`config.mk`:
```
export PLATFORM = sky130hd
export DESIGN_NAME = mem_stage_ctrl
export DESIGN_NICKNAME = d
export VERILOG_FILES = /design/src/rtl/mem_stage_pkg.sv /design/src/rtl/mem_wb_reg.sv /design/src/rtl/mem_stage_ctrl.sv
export SDC_FILE = /design/constraint.sdc
export NUM_CORES = 1
export LEC_CHECK = 0
export CAP_MARGIN = 5
export CORE_AREA = 4 4 119 121
export CTS_CLUSTER_SIZE = 8
export DETAILED_ROUTE_END_ITERATION = 6
export DIE_AREA = 0 0 123 125
export PLACE_DENSITY_LB_ADDON = 0.1
export SLEW_MARGIN = 20
export SYNTH_ARGS = -nofsm -noshare
export SYNTH_HDL_FRONTEND = slang
export SYNTH_SLANG_ARGS = --single-unit
```
`constraint.sdc`:
```
create_clock -name CLK -period 3.7 [get_ports CLK]
set_input_delay 0.555 -clock CLK [delete_from_list [all_inputs] [get_ports CLK]]
set_output_delay 0.555 -clock CLK [all_outputs]
set_load 0.02 [all_outputs]
```
`src/rtl/mem_stage_pkg.sv`:
```
// rtl/mem_stage_pkg.sv - shared types and constants for the MEM stage controller
// Purpose: state encoding and width defaults used by mem_stage_ctrl and mem_wb_reg.
// Contents: DWL_DEF (default data/address width), REG_AW (register index width),
//           state_t (MEM stage FSM states IDLE / ACCESS).
package mem_stage_pkg;

   localparam int DWL_DEF = 32;
   localparam int REG_AW  = 5;

   typedef enum logic {
      IDLE   = 1'b0,
      ACCESS = 1'b1
   } state_t;

endpackage

```
`src/rtl/mem_wb_reg.sv`:
```
// rtl/mem_wb_reg.sv - MEM/WB pipeline register with load and bubble controls
// Purpose: holds the writeback-stage copy of the MEM stage results.
// Ports:
//   clk, rst_n        clock (rising edge), asynchronous active-low reset
//   load              capture rfwe/mtorfsel/rtd/aluout, clear the error flag
//   load_dm           with load: also capture dmrdata into dmout_w
//   bubble            write-disable the slot (rfwe_w=0), error flag := err
//   err               access-timeout flag presented with a bubble
//   rfwe, mtorfsel, rtd, aluout, dmrdata   MEM stage values
//   rfwe_w, mtorfsel_w, rtd_w, aluout_w, dmout_w, mem_err_w   registered outputs
module mem_wb_reg
   import mem_stage_pkg::*;
#(
   parameter int DWL = DWL_DEF
) (
   input  logic              clk,
   input  logic              rst_n,
   input  logic              load,
   input  logic              load_dm,
   input  logic              bubble,
   input  logic              err,
   input  logic              rfwe,
   input  logic              mtorfsel,
   input  logic [REG_AW-1:0] rtd,
   input  logic [DWL-1:0]    aluout,
   input  logic [DWL-1:0]    dmrdata,
   output logic              rfwe_w,
   output logic              mtorfsel_w,
   output logic [REG_AW-1:0] rtd_w,
   output logic [DWL-1:0]    aluout_w,
   output logic [DWL-1:0]    dmout_w,
   output logic              mem_err_w
);

   always_ff @(posedge clk or negedge rst_n) begin
      if (!rst_n) begin
         rfwe_w     <= 1'b0;
         mtorfsel_w <= 1'b0;
         rtd_w      <= '0;
         aluout_w   <= '0;
         dmout_w    <= '0;
         mem_err_w  <= 1'b0;
      end else if (load) begin
         rfwe_w     <= rfwe;
         mtorfsel_w <= mtorfsel;
         rtd_w      <= rtd;
         aluout_w   <= aluout;
         mem_err_w  <= 1'b0;
         // Load data is only meaningful on a completed load; otherwise keep it.
         if (load_dm) begin
            dmout_w <= dmrdata;
         end
      end else if (bubble) begin
         // Only the write enable matters for a bubble; data fields may hold.
         rfwe_w    <= 1'b0;
         mem_err_w <= err;
      end
   end

endmodule

```
`src/rtl/mem_stage_ctrl.sv`:
```
// rtl/mem_stage_ctrl.sv - MEM stage controller: branch resolve, data-memory req/ack, MEM/WB
// Purpose: consumes the EX/MEM lines, resolves the branch, runs a req/ack access
//          for loads/stores while stalling upstream, and fills the MEM/WB lines.
// Optional feature: define MEM_TIMEOUT_EN to abort an access after TIMEOUT
//          ACCESS cycles without DMAck (flagged on MemErrW).
// Ports:
//   CLK, RSTN                           clock, asynchronous active-low reset
//   RFWEM, MtoRFSelM, DMWEM, BranchM, ZeroM, rtdM, ALUOutM, DMdinM, PCBranchM
//                                       EX/MEM lines
//   DMAck, DMRdata                      memory completion and load data
//   StallM                              hold EX/MEM and earlier stages
//   PCSrcM, PCBranchO                   branch decision and target to fetch
//   DMReq, DMWE, DMAddr, DMWdata        data-memory request port
//   RFWEW, MtoRFSelW, rtdW, ALUOutW, DMoutW, MemErrW   MEM/WB lines
module mem_stage_ctrl
   import mem_stage_pkg::*;
#(
   parameter int DWL     = DWL_DEF,
   parameter int TIMEOUT = 15
) (
   input  logic              CLK,
   input  logic              RSTN,
   input  logic              RFWEM,
   input  logic              MtoRFSelM,
   input  logic              DMWEM,
   input  logic              BranchM,
   input  logic              ZeroM,
   input  logic [REG_AW-1:0] rtdM,
   input  logic [DWL-1:0]    ALUOutM,
   input  logic [DWL-1:0]    DMdinM,
   input  logic [DWL-1:0]    PCBranchM,
   input  logic              DMAck,
   input  logic [DWL-1:0]    DMRdata,
   output logic              StallM,
   output logic              PCSrcM,
   output logic [DWL-1:0]    PCBranchO,
   output logic              DMReq,
   output logic              DMWE,
   output logic [DWL-1:0]    DMAddr,
   output logic [DWL-1:0]    DMWdata,
   output logic              RFWEW,
   output logic              MtoRFSelW,
   output logic [REG_AW-1:0] rtdW,
   output logic [DWL-1:0]    ALUOutW,
   output logic [DWL-1:0]    DMoutW,
   output logic              MemErrW
);

   state_t state, state_nxt;
   logic   memop;
   logic   stall_c, req_c;
   logic   wb_load, wb_load_dm, wb_bubble, wb_err;
   logic   timeout_hit;

   assign memop = MtoRFSelM | DMWEM;

   always_ff @(posedge CLK or negedge RSTN) begin
      if (!RSTN) begin
         state <= IDLE;
      end else begin
         state <= state_nxt;
      end
   end

   always_comb begin
      state_nxt  = state;
      stall_c    = 1'b0;
      req_c      = 1'b0;
      wb_load    = 1'b0;
      wb_load_dm = 1'b0;
      wb_bubble  = 1'b0;
      wb_err     = 1'b0;
      case (state)
         IDLE: begin
            // A memop always spends one IDLE cycle before requesting, which
            // also guarantees a gap between back-to-back requests.
            if (memop) begin
               stall_c   = 1'b1;
               wb_bubble = 1'b1;
               state_nxt = ACCESS;
            end else begin
               wb_load = 1'b1;
            end
         end
         ACCESS: begin
            if (DMAck) begin
               // Ack wins over a coincident timeout.
               req_c      = 1'b1;
               wb_load    = 1'b1;
               wb_load_dm = MtoRFSelM;
               state_nxt  = IDLE;
            end else if (timeout_hit) begin
               wb_bubble = 1'b1;
               wb_err    = 1'b1;
               state_nxt = IDLE;
            end else begin
               req_c     = 1'b1;
               stall_c   = 1'b1;
               wb_bubble = 1'b1;
            end
         end
         default: state_nxt = IDLE;
      endcase
   end

`ifdef MEM_TIMEOUT_EN
   localparam int CW = (TIMEOUT < 1) ? 1 : $clog2(TIMEOUT + 1);
   logic [CW-1:0] to_cnt;

   // Held at zero in IDLE, so it is clear on every entry to ACCESS.
   always_ff @(posedge CLK or negedge RSTN) begin
      if (!RSTN) begin
         to_cnt <= '0;
      end else if (state == IDLE) begin
         to_cnt <= '0;
      end else if (!DMAck && !timeout_hit) begin
         to_cnt <= to_cnt + 1'b1;
      end
   end

   assign timeout_hit = (to_cnt == CW'(TIMEOUT));
`else
   // No timeout in this build; folds to constant 0.
   assign timeout_hit = (TIMEOUT < 0);
`endif

   // Request and stall are forced low while reset is held, whatever the M lines say.
   assign StallM    = stall_c & RSTN;
   assign DMReq     = req_c & RSTN;
   assign DMWE      = DMReq & DMWEM;
   assign DMAddr    = ALUOutM;
   assign DMWdata   = DMdinM;
   assign PCSrcM    = BranchM & ZeroM & ~StallM;
   assign PCBranchO = PCBranchM;

   mem_wb_reg #(
      .DWL (DWL)
   ) u_mem_wb_reg (
      .clk        (CLK),
      .rst_n      (RSTN),
      .load       (wb_load),
      .load_dm    (wb_load_dm),
      .bubble     (wb_bubble),
      .err        (wb_err),
      .rfwe       (RFWEM),
      .mtorfsel   (MtoRFSelM),
      .rtd        (rtdM),
      .aluout     (ALUOutM),
      .dmrdata    (DMRdata),
      .rfwe_w     (RFWEW),
      .mtorfsel_w (MtoRFSelW),
      .rtd_w      (rtdW),
      .aluout_w   (ALUOutW),
      .dmout_w    (DMoutW),
      .mem_err_w  (MemErrW)
   );

endmodule

```
# ---- Word level (Yosys, flattened, before mapping)
# Index checks and enable logic that the tools add are counted.
dict set report totals {
  register_bits 73
  inputBits 141
  wordCells 29
}
dict set report op_classes {
  muxes 12
  n_bitwise 8
  reduce_logical 2
}
# cell count
set op_table {}
lappend op_table {{2-to-1 mux 1 bit} 10}
lappend op_table {{AND 1 bit} 5}
lappend op_table {{case mux 1 bit (2 select lines)} 2}
lappend op_table {{NOT 1 bit} 2}
lappend op_table {{AND reduction 2 bit} 1}
lappend op_table {{nonzero test 2 bit} 1}
lappend op_table {{bitwise OR 1 bit} 1}

# ---- Longest topological paths before layout
# Gate-level depths: netlist (run 1).
dict set report logic_depth {
  ltp_word 6
  ltp_mapped 5
  depth_no_buf 4
}

# ---- Cells and area by module
# A second synthesis (run 1) with hierarchy kept.
dict set report hier_totals {
  hier_cells 263
  hier_area_um2 3623.5
}
# module instances cells_per_inst area_each_um2 seq_area_each_um2
set modules_own_cells {}
lappend modules_own_cells {mem_wb_reg 1 155 2808.9 1801.7}
lappend modules_own_cells {mem_stage_ctrl 1 108 814.5 25.0}

# ---- Worst setup path after synthesis (run 1)
# Ideal clock, no wire load.
dict set report synth_timing {
  path_type {input to output}
  startpoint {input port MtoRFSelM}
  endpoint {output port PCSrcM}
  arrival_time_ns 1.487
  path_slack_ns 1.658
  path_stages 4
  path_buffers 1
  path_cell_list {o31ai_2 buf_4 inv_1 a21oi_1}
}
dict set report synth_between {
  elab_chain_len 6
}
# item line
set synth_lines {}
lappend synth_lines {{start: declaration} mem_stage_ctrl.sv:24} ;# input logic MtoRFSelM,
lappend synth_lines {{bitwise OR 1 bit} mem_stage_ctrl.sv:55} ;# assign memop = MtoRFSelM | DMWEM;
lappend synth_lines {{2-to-1 mux 1 bit} mem_stage_ctrl.sv:77} ;# if (memop) begin
lappend synth_lines {{case mux 1 bit (2 select lines)} mem_stage_ctrl.sv:73} ;# case (state)
lappend synth_lines {{net stall_c} mem_stage_ctrl.sv:51} ;# logic stall_c, req_c;
lappend synth_lines {{AND 1 bit} mem_stage_ctrl.sv:128} ;# assign StallM = stall_c & RSTN;
lappend synth_lines {{NOT 1 bit} mem_stage_ctrl.sv:133} ;# assign PCSrcM = BranchM & ZeroM & ~StallM;
lappend synth_lines {{AND 1 bit} mem_stage_ctrl.sv:133}
lappend synth_lines {{end: declaration} mem_stage_ctrl.sv:35} ;# output logic PCSrcM,
# The timed path passes the listed nets, and every way through them passes these cells.

# ---- Worst setup path in the final report (run 1)
# Same ends and word-level chain as after synthesis.

==> impl_metrics.py, run 1 <==
metrics = {
    "cts": {
        "cts_setup_buffers": 0,
        "worstSkewPairLatency_ns": 0.33,
        "htreeDepth": 3,
        "cts-hold-fix-buffers": 0,
        "clock_sinks": 72,
        "cts_resized": 0,
        "cts_tree": "done",
        "path_clk_slew_ns": 0.06,
        "root_buffer": "clkbuf_16",
        "clk_path_buf_depth": 2,
        "numCtsBuffers": 9,
    },
    "sta": {
        "hold_viol_final": 0,
        "setup_tns_ns": 0,
        "holdWs_ns": 0.101,
        "timing.final.crit_share_pct": 74.4,
        "setup-violations-final": 0,
        "finalClockSkew_ns": 0.00664,
        "period_minus_slack_ns": 2.75,
        "drv_slew": 0,
        "fmax_mhz": 363,
        "worst_pin_slew_ns": 0.728,
        "rsz0062_at_grt": "no",
        "relSlewSlack_pct": 51.5,
    },
    "power_and_ir_drop": {
        "power_leakage_nw": 2.06,
        "irDropWorstVdd_uv": 183,
        "fin_total_pwr_mw": 2.92,
        "p_per_area_nw_per_um2": 575,
    },
    "drt": {
        "num_vias": 2148,
        "detailedRoute.firstPassIterationCount": 4,
        "drtIter0Drc": 29,
        "drc": 0,
        "vias_per_cell": 4.01,
        "drt-total-wl_um": 8700,
        "detail_route.wl_per_cell_um": 16.3,
        "ant_nets": 0,
    },
    "synthesis": {
        "synthAdderAreaFrac_pct": 0,
        "synth_top_family_by_area": "buffers and inverters",
        "avgSynthCellArea_um2": 13.2,
        "yosys_warnings": 0,
        "synth-xor-area-share_pct": 0,
        "synthesis.nets": 402,
        "netlist_area_um2": 3430,
        "synthMuxAreaShare_pct": 22.6,
        "synth_cells": 261,
        "ys_ff_latch": 72,
        "synth-compound-area-share_pct": 0.984,
        "ys_types": 16,
        "yosys.area_share.simple_pct": 0.948,
        "ys_seq_area_share_pct": 52.5,
    },
    "run_status": {
        "status": "completed",
    },
    "layout": {
        "layout.nets": 495,
        "diodes": 0,
        "drive_above_1_share_pct": 23.7,
        "fin_util_pct": 38.8,
        "fill_cells": 1241,
        "areaGrowthSynthToFinish_pct": 47.8,
    },
    "floorplan": {
        "chipHeight_um": 125,
        "dieWidth_um": 123,
        "io_pins": 313,
        "rows": 42,
        "start_util_pct": 26.2,
        "core_area_um2": 13100,
        "die-area_um2": 15400,
    },
    "place": {
        "gp_congestion": 0.726,
        "portBuffers": 183,
        "dp_hpwl_um": 6490,
    },
    "critical_path": {
        "cp.arrival_ns": 2.20,
        "critPathKind": "input port to primary output",
        "end_kind": "primary output",
        "cp-start-kind": "input port",
        "reg2reg_slack_ns": 1.89,
        "cp.required_ns": 3.14,
        "critPathMaxFanout": 4,
    },
    "grt": {
        "antenna_found_initial": 0,
        "grt_pass1_vias": 2380,
        "grt_pass1_wl_um": 13000,
        "grt_overflow_total": 0,
        "grt_max_degree": 56,
        "grt_use_total_pct": 11.4,
    },
    "flow_run": {
        "drv_cap": 0,
    },
    "min_path": {
        "worst_hold_path_type": "input port to async pin",
    },
}
## layout make-up
cell class	count	area (um2)	share of cell area [%]
timing repair buffer	186	1850	36.5
sequential	72	1800	35.5
multi-input combinational	82	856	16.9
clock buffer	14	274	5.40
tap	176	220	4.34
clock inverter	2	60.1	1.18
inverter	3	11.3	0.222
## per-stage QoR
step	setup slack [ns]	instance area, um2	std cells
2_1_floorplan	1.66	3430	261
3_3_place_gp	0.973	4740	519
3_5_place_dp	0.962	4740	519
4_1_cts	0.948	5070	535
5_1_grt	0.888	5070	535
6_report	0.947	5070	535
## cells by family (layout without fill, tap and decap cells)
logic type,count (synthesis),after routing
other cells,1,1
mux,69,69
buf+inv,107,205
flops,72,72
simple gates,7,7
compound gates,5,5
## registers in the layout (all words and copies together), names as in the netlist
| name | cells |
|---|---|
| u_mem_wb_reg.dmout_w | 32 |
| u_mem_wb_reg.aluout_w | 32 |
| state | 1 |
| u_mem_wb_reg.rtd_w | 5 |
| u_mem_wb_reg.mtorfsel_w | 1 |
| u_mem_wb_reg.rfwe_w | 1 |
## critical path, cell delays in order
cell             delay, ns
clkdlybuf4s50_1       0.49
o31ai_4               0.30
inv_1                 0.08
a21oi_1               0.15
clkdlybuf4s50_1       0.62
## synth_stat cells, drive strengths merged
cell type	instances	share of area (%)
o21ai	1	0.15
o22ai	1	0.18
and2	1	0.18
o31ai	1	0.36
dfrtp	72	52
nand2	2	0.22
conb	1	0.11
and3	1	0.18
inv	3	0.33
nand3	1	0.15
a21oi	2	0.29
buf	104	23
mux2	69	23
nor2	2	0.22
## power by group
group	leakage, nW	internal (mW)	switching [mW]	total [mW]
Combinational	1.05	0.505	0.421	0.926
Sequential	0.846	0.948	0.0765	1.02
Clock	0.163	0.646	0.322	0.968
## per-layer routing
metal	vias to the layer above	track usage (%)	wire length, um
li1	956	-	-
met4	0	6.91	293
met1	1027	11.1	2980
met2	136	18.3	4210
met3	29	6.64	1220
met5	-	0	0
## worst paths after layout
kind                                           start                        end  cells past startpoint
min                                             RSTN                      state                      1
max in group asynchronous                       RSTN  u_mem_wb_reg.aluout_w[31]                      2
max                                        MtoRFSelM                     PCSrcM                      5
min reg2reg                u_mem_wb_reg.aluout_w[24]  u_mem_wb_reg.aluout_w[24]                      1
min in group CLK           u_mem_wb_reg.aluout_w[24]  u_mem_wb_reg.aluout_w[24]                      1
max reg2reg                                    state  u_mem_wb_reg.aluout_w[18]                      3
## cells in the final DEF (no fill, tap or decap), drive strengths merged
cell type,synthesis,routed
o21ai,1,1
clkbuf,0,14
clkdlybuf4s50,0,182
inv,3,3
and3,1,1
nand3,1,1
mux2,69,69
a21oi,2,2
nor2,2,2
o22ai,1,1
conb,1,1
buf,104,4
nand2,2,2
dfrtp,72,72
o31ai,1,1
and2,1,1
bufinv,0,2
Note: power is estimated with default switching activity, not from simulation.
==> run 2: changes to the inputs <==
--- a/config.mk
+++ b/config.mk
@@ -6,10 +6,10 @@
 export NUM_CORES = 1
 export LEC_CHECK = 0
 export CAP_MARGIN = 5
-export CORE_AREA = 4 4 119 121
+export CORE_AREA = 4 4 120 122
 export CTS_CLUSTER_SIZE = 8
 export DETAILED_ROUTE_END_ITERATION = 6
-export DIE_AREA = 0 0 123 125
+export DIE_AREA = 0 0 124 126
 export PLACE_DENSITY_LB_ADDON = 0.1
 export SLEW_MARGIN = 20
 export SYNTH_ARGS = -nofsm -noshare
==> constraint.sdc (replaced) <==
create_clock -name CLK -period 2.2 [get_ports CLK]
set_input_delay 0.33 -clock CLK [delete_from_list [all_inputs] [get_ports CLK]]
set_output_delay 0.33 -clock CLK [all_outputs]
set_load 0.02 [all_outputs]
==> run 2 against run 1 <==
  * Die area is 1.6% higher
  * Cell count is 0.37% higher
  * Flip-flop and latch count stayed put
  * Worst setup slack worse by 0.75 ns
  * Register-to-register slack worse by 1.5 ns
  * Total power is 60% higher
  * Largest cell class unchanged
  * Largest power group unchanged
  * Highest routed layer unchanged
==> impl_metrics.py, run 2 (synthesis gave the netlist of run 1 again) <==
metrics = {
    "cts": {
        "clk_path_buf_depth": 2,
        "htreeDepth": 3,
        "numCtsBuffers": 9,
        "root_buffer": "clkbuf_16",
        "worstSkewPairLatency_ns": 0.33,
        "cts_setup_buffers": 0,
        "clock_sinks": 72,
        "path_clk_slew_ns": 0.06,
        "cts_tree": "done",
    },
    "sta": {
        "setup-violations-final": 0,
        "timing.final.crit_share_pct": 90.8,
        "finalClockSkew_ns": 0.00383,
        "period_minus_slack_ns": 2.00,
        "relSlewSlack_pct": 47.8,
        "drv_slew": 0,
        "rsz0062_at_grt": "no",
        "fmax_mhz": 500,
        "setup_slack_ns": 0.202,
        "holdWs_ns": 0.228,
        "hold_viol_final": 0,
        "setup_tns_ns": 0,
        "worst_pin_slew_ns": 0.783,
    },
    "power_and_ir_drop": {
        "power_leakage_nw": 2.06,
        "pwr-share-seq_pct": 36.8,
        "pwr-share-comb_pct": 33.3,
        "intPower_mw": 3.34,
        "swShare_pct": 28.7,
        "irDropWorstVdd_uv": 606,
        "clockPowerShare_pct": 29.8,
        "p_per_area_nw_per_um2": 927,
        "p_switching_mw": 1.34,
    },
    "place": {
        "dp_hpwl_um": 6540,
        "place_ws_ns": -0.0255,
        "placed_cell_area_um2": 4770,
        "gp_congestion": 0.685,
        "portBuffers": 183,
    },
    "critical_path": {
        "critPathKind": "input port to primary output",
        "r2r_start": "state",
        "rr_endpoint": "u_mem_wb_reg.aluout_w[17]",
        "cp-start-kind": "input port",
        "end_kind": "primary output",
        "r2r_cells": 4,
        "reg2reg_slack_ns": 0.34,
        "critPathMaxFanout": 3,
        "cp.required_ns": 1.87,
        "worstSetupStartpoint": "DMWEM",
        "crit_path_end": "DMWE",
        "cp.arrival_ns": 1.67,
    },
    "grt": {
        "antenna_found_initial": 0,
        "grt_use_total_pct": 11.0,
        "grt_pass1_wl_um": 12800,
        "grt_pass1_vias": 2312,
        "grt_overflow_total": 0,
        "grt_max_degree": 61,
    },
    "floorplan": {
        "start_util_pct": 26.0,
        "core_area_um2": 13200,
        "io_pins": 313,
        "die-area_um2": 15600,
        "chipHeight_um": 126,
        "rows": 42,
        "dieWidth_um": 124,
    },
    "layout": {
        "diodes": 0,
        "fin_area_um2": 5050,
        "top_regs": "u_mem_wb_reg.aluout_w (32), u_mem_wb_reg.dmout_w (32), u_mem_wb_reg.rtd_w (5)",
        "drive_above_1_share_pct": 23.8,
        "areaGrowthSynthToFinish_pct": 47.2,
        "final_common_cell": "clkdlybuf4s50_1",
        "final_cell_mix": "clkdlybuf4s50_1 (180), dfrtp_1 (72), mux2_2 (66)",
        "layout.nets": 500,
    },
    "drt": {
        "detailedRoute.firstPassIterationCount": 3,
        "drt-total-wl_um": 8680,
        "vias_per_cell": 4.01,
        "drtIter0Drc": 35,
        "ant_nets": 0,
        "num_vias": 2153,
        "detail_route.wl_per_cell_um": 16.2,
        "drc": 0,
    },
    "flow_run": {
        "drv_cap": 0,
    },
    "run_status": {
        "status": "completed",
    },
    "min_path": {
        "worst_hold_path_type": "input port to async pin",
    },
}
==> run 2: critical path, stage by stage <==
cell and delay, ns:
clkdlybuf4s50_1 0.55, and3_1 0.18, clkdlybuf4s50_1 0.60
==> run 2: worst min-delay path by stage <==
stage	end	cells past startpoint
detailed placement	state	1
floorplan	state	0
CTS	u_mem_wb_reg.aluout_w[25]	2
global route	u_mem_wb_reg.dmout_w[8]	2
finish	u_mem_wb_reg.dmout_w[8]	2
global placement	state	1
==> run 2: cell type report <==
class | count | area [um2]
repair buffers | 191 | 1890
clock inverters | 1 | 30.0
well taps | 176 | 220
multi-input cells | 82 | 856
inverters | 3 | 11.3
clock buffers | 12 | 246
flip-flops and latches | 72 | 1800
fillers | 1285 | 8140
==> run 2: repair_timing <==
| action | in CTS | in global routing |
|---|---|---|
| hold buffers | 1 | 0 |
| endpoints found under the setup margin | 2 | 0 |
| gates resized for setup | 2 | 0 |
| hold endpoints to repair | 12 | 0 |
==> run 2: routing by layer <==
metal	up-vias	wire length, um	global-route usage (%)
met5	-	0	0
met4	0	165	3.87
met3	25	1350	7.53
met2	142	4270	18.2
met1	1020	2900	10.9
li1	966	-	-
==> run 2: power groups by stage <==
stage | logic (mW) | clock network (mW) | registers (mW)
2_1_floorplan | 0.579 | 0 | 2.08
3_3_place_gp | 1.59 | 0 | 1.74
3_5_place_dp | 1.59 | 0 | 1.75
4_1_cts | 1.59 | 1.47 | 1.73
5_1_grt | 1.66 | 1.52 | 1.76
6_report | 1.56 | 1.40 | 1.73
==> run 2: through the flow <==
step	utilization [%]	std cells	total power, mW
floorplan	-	261	2.66
detailed placement	36.2	523	3.34
global placement	36.2	523	3.33
CTS	38.3	537	4.79
global route	38.3	537	4.94
finish	38.3	537	4.68
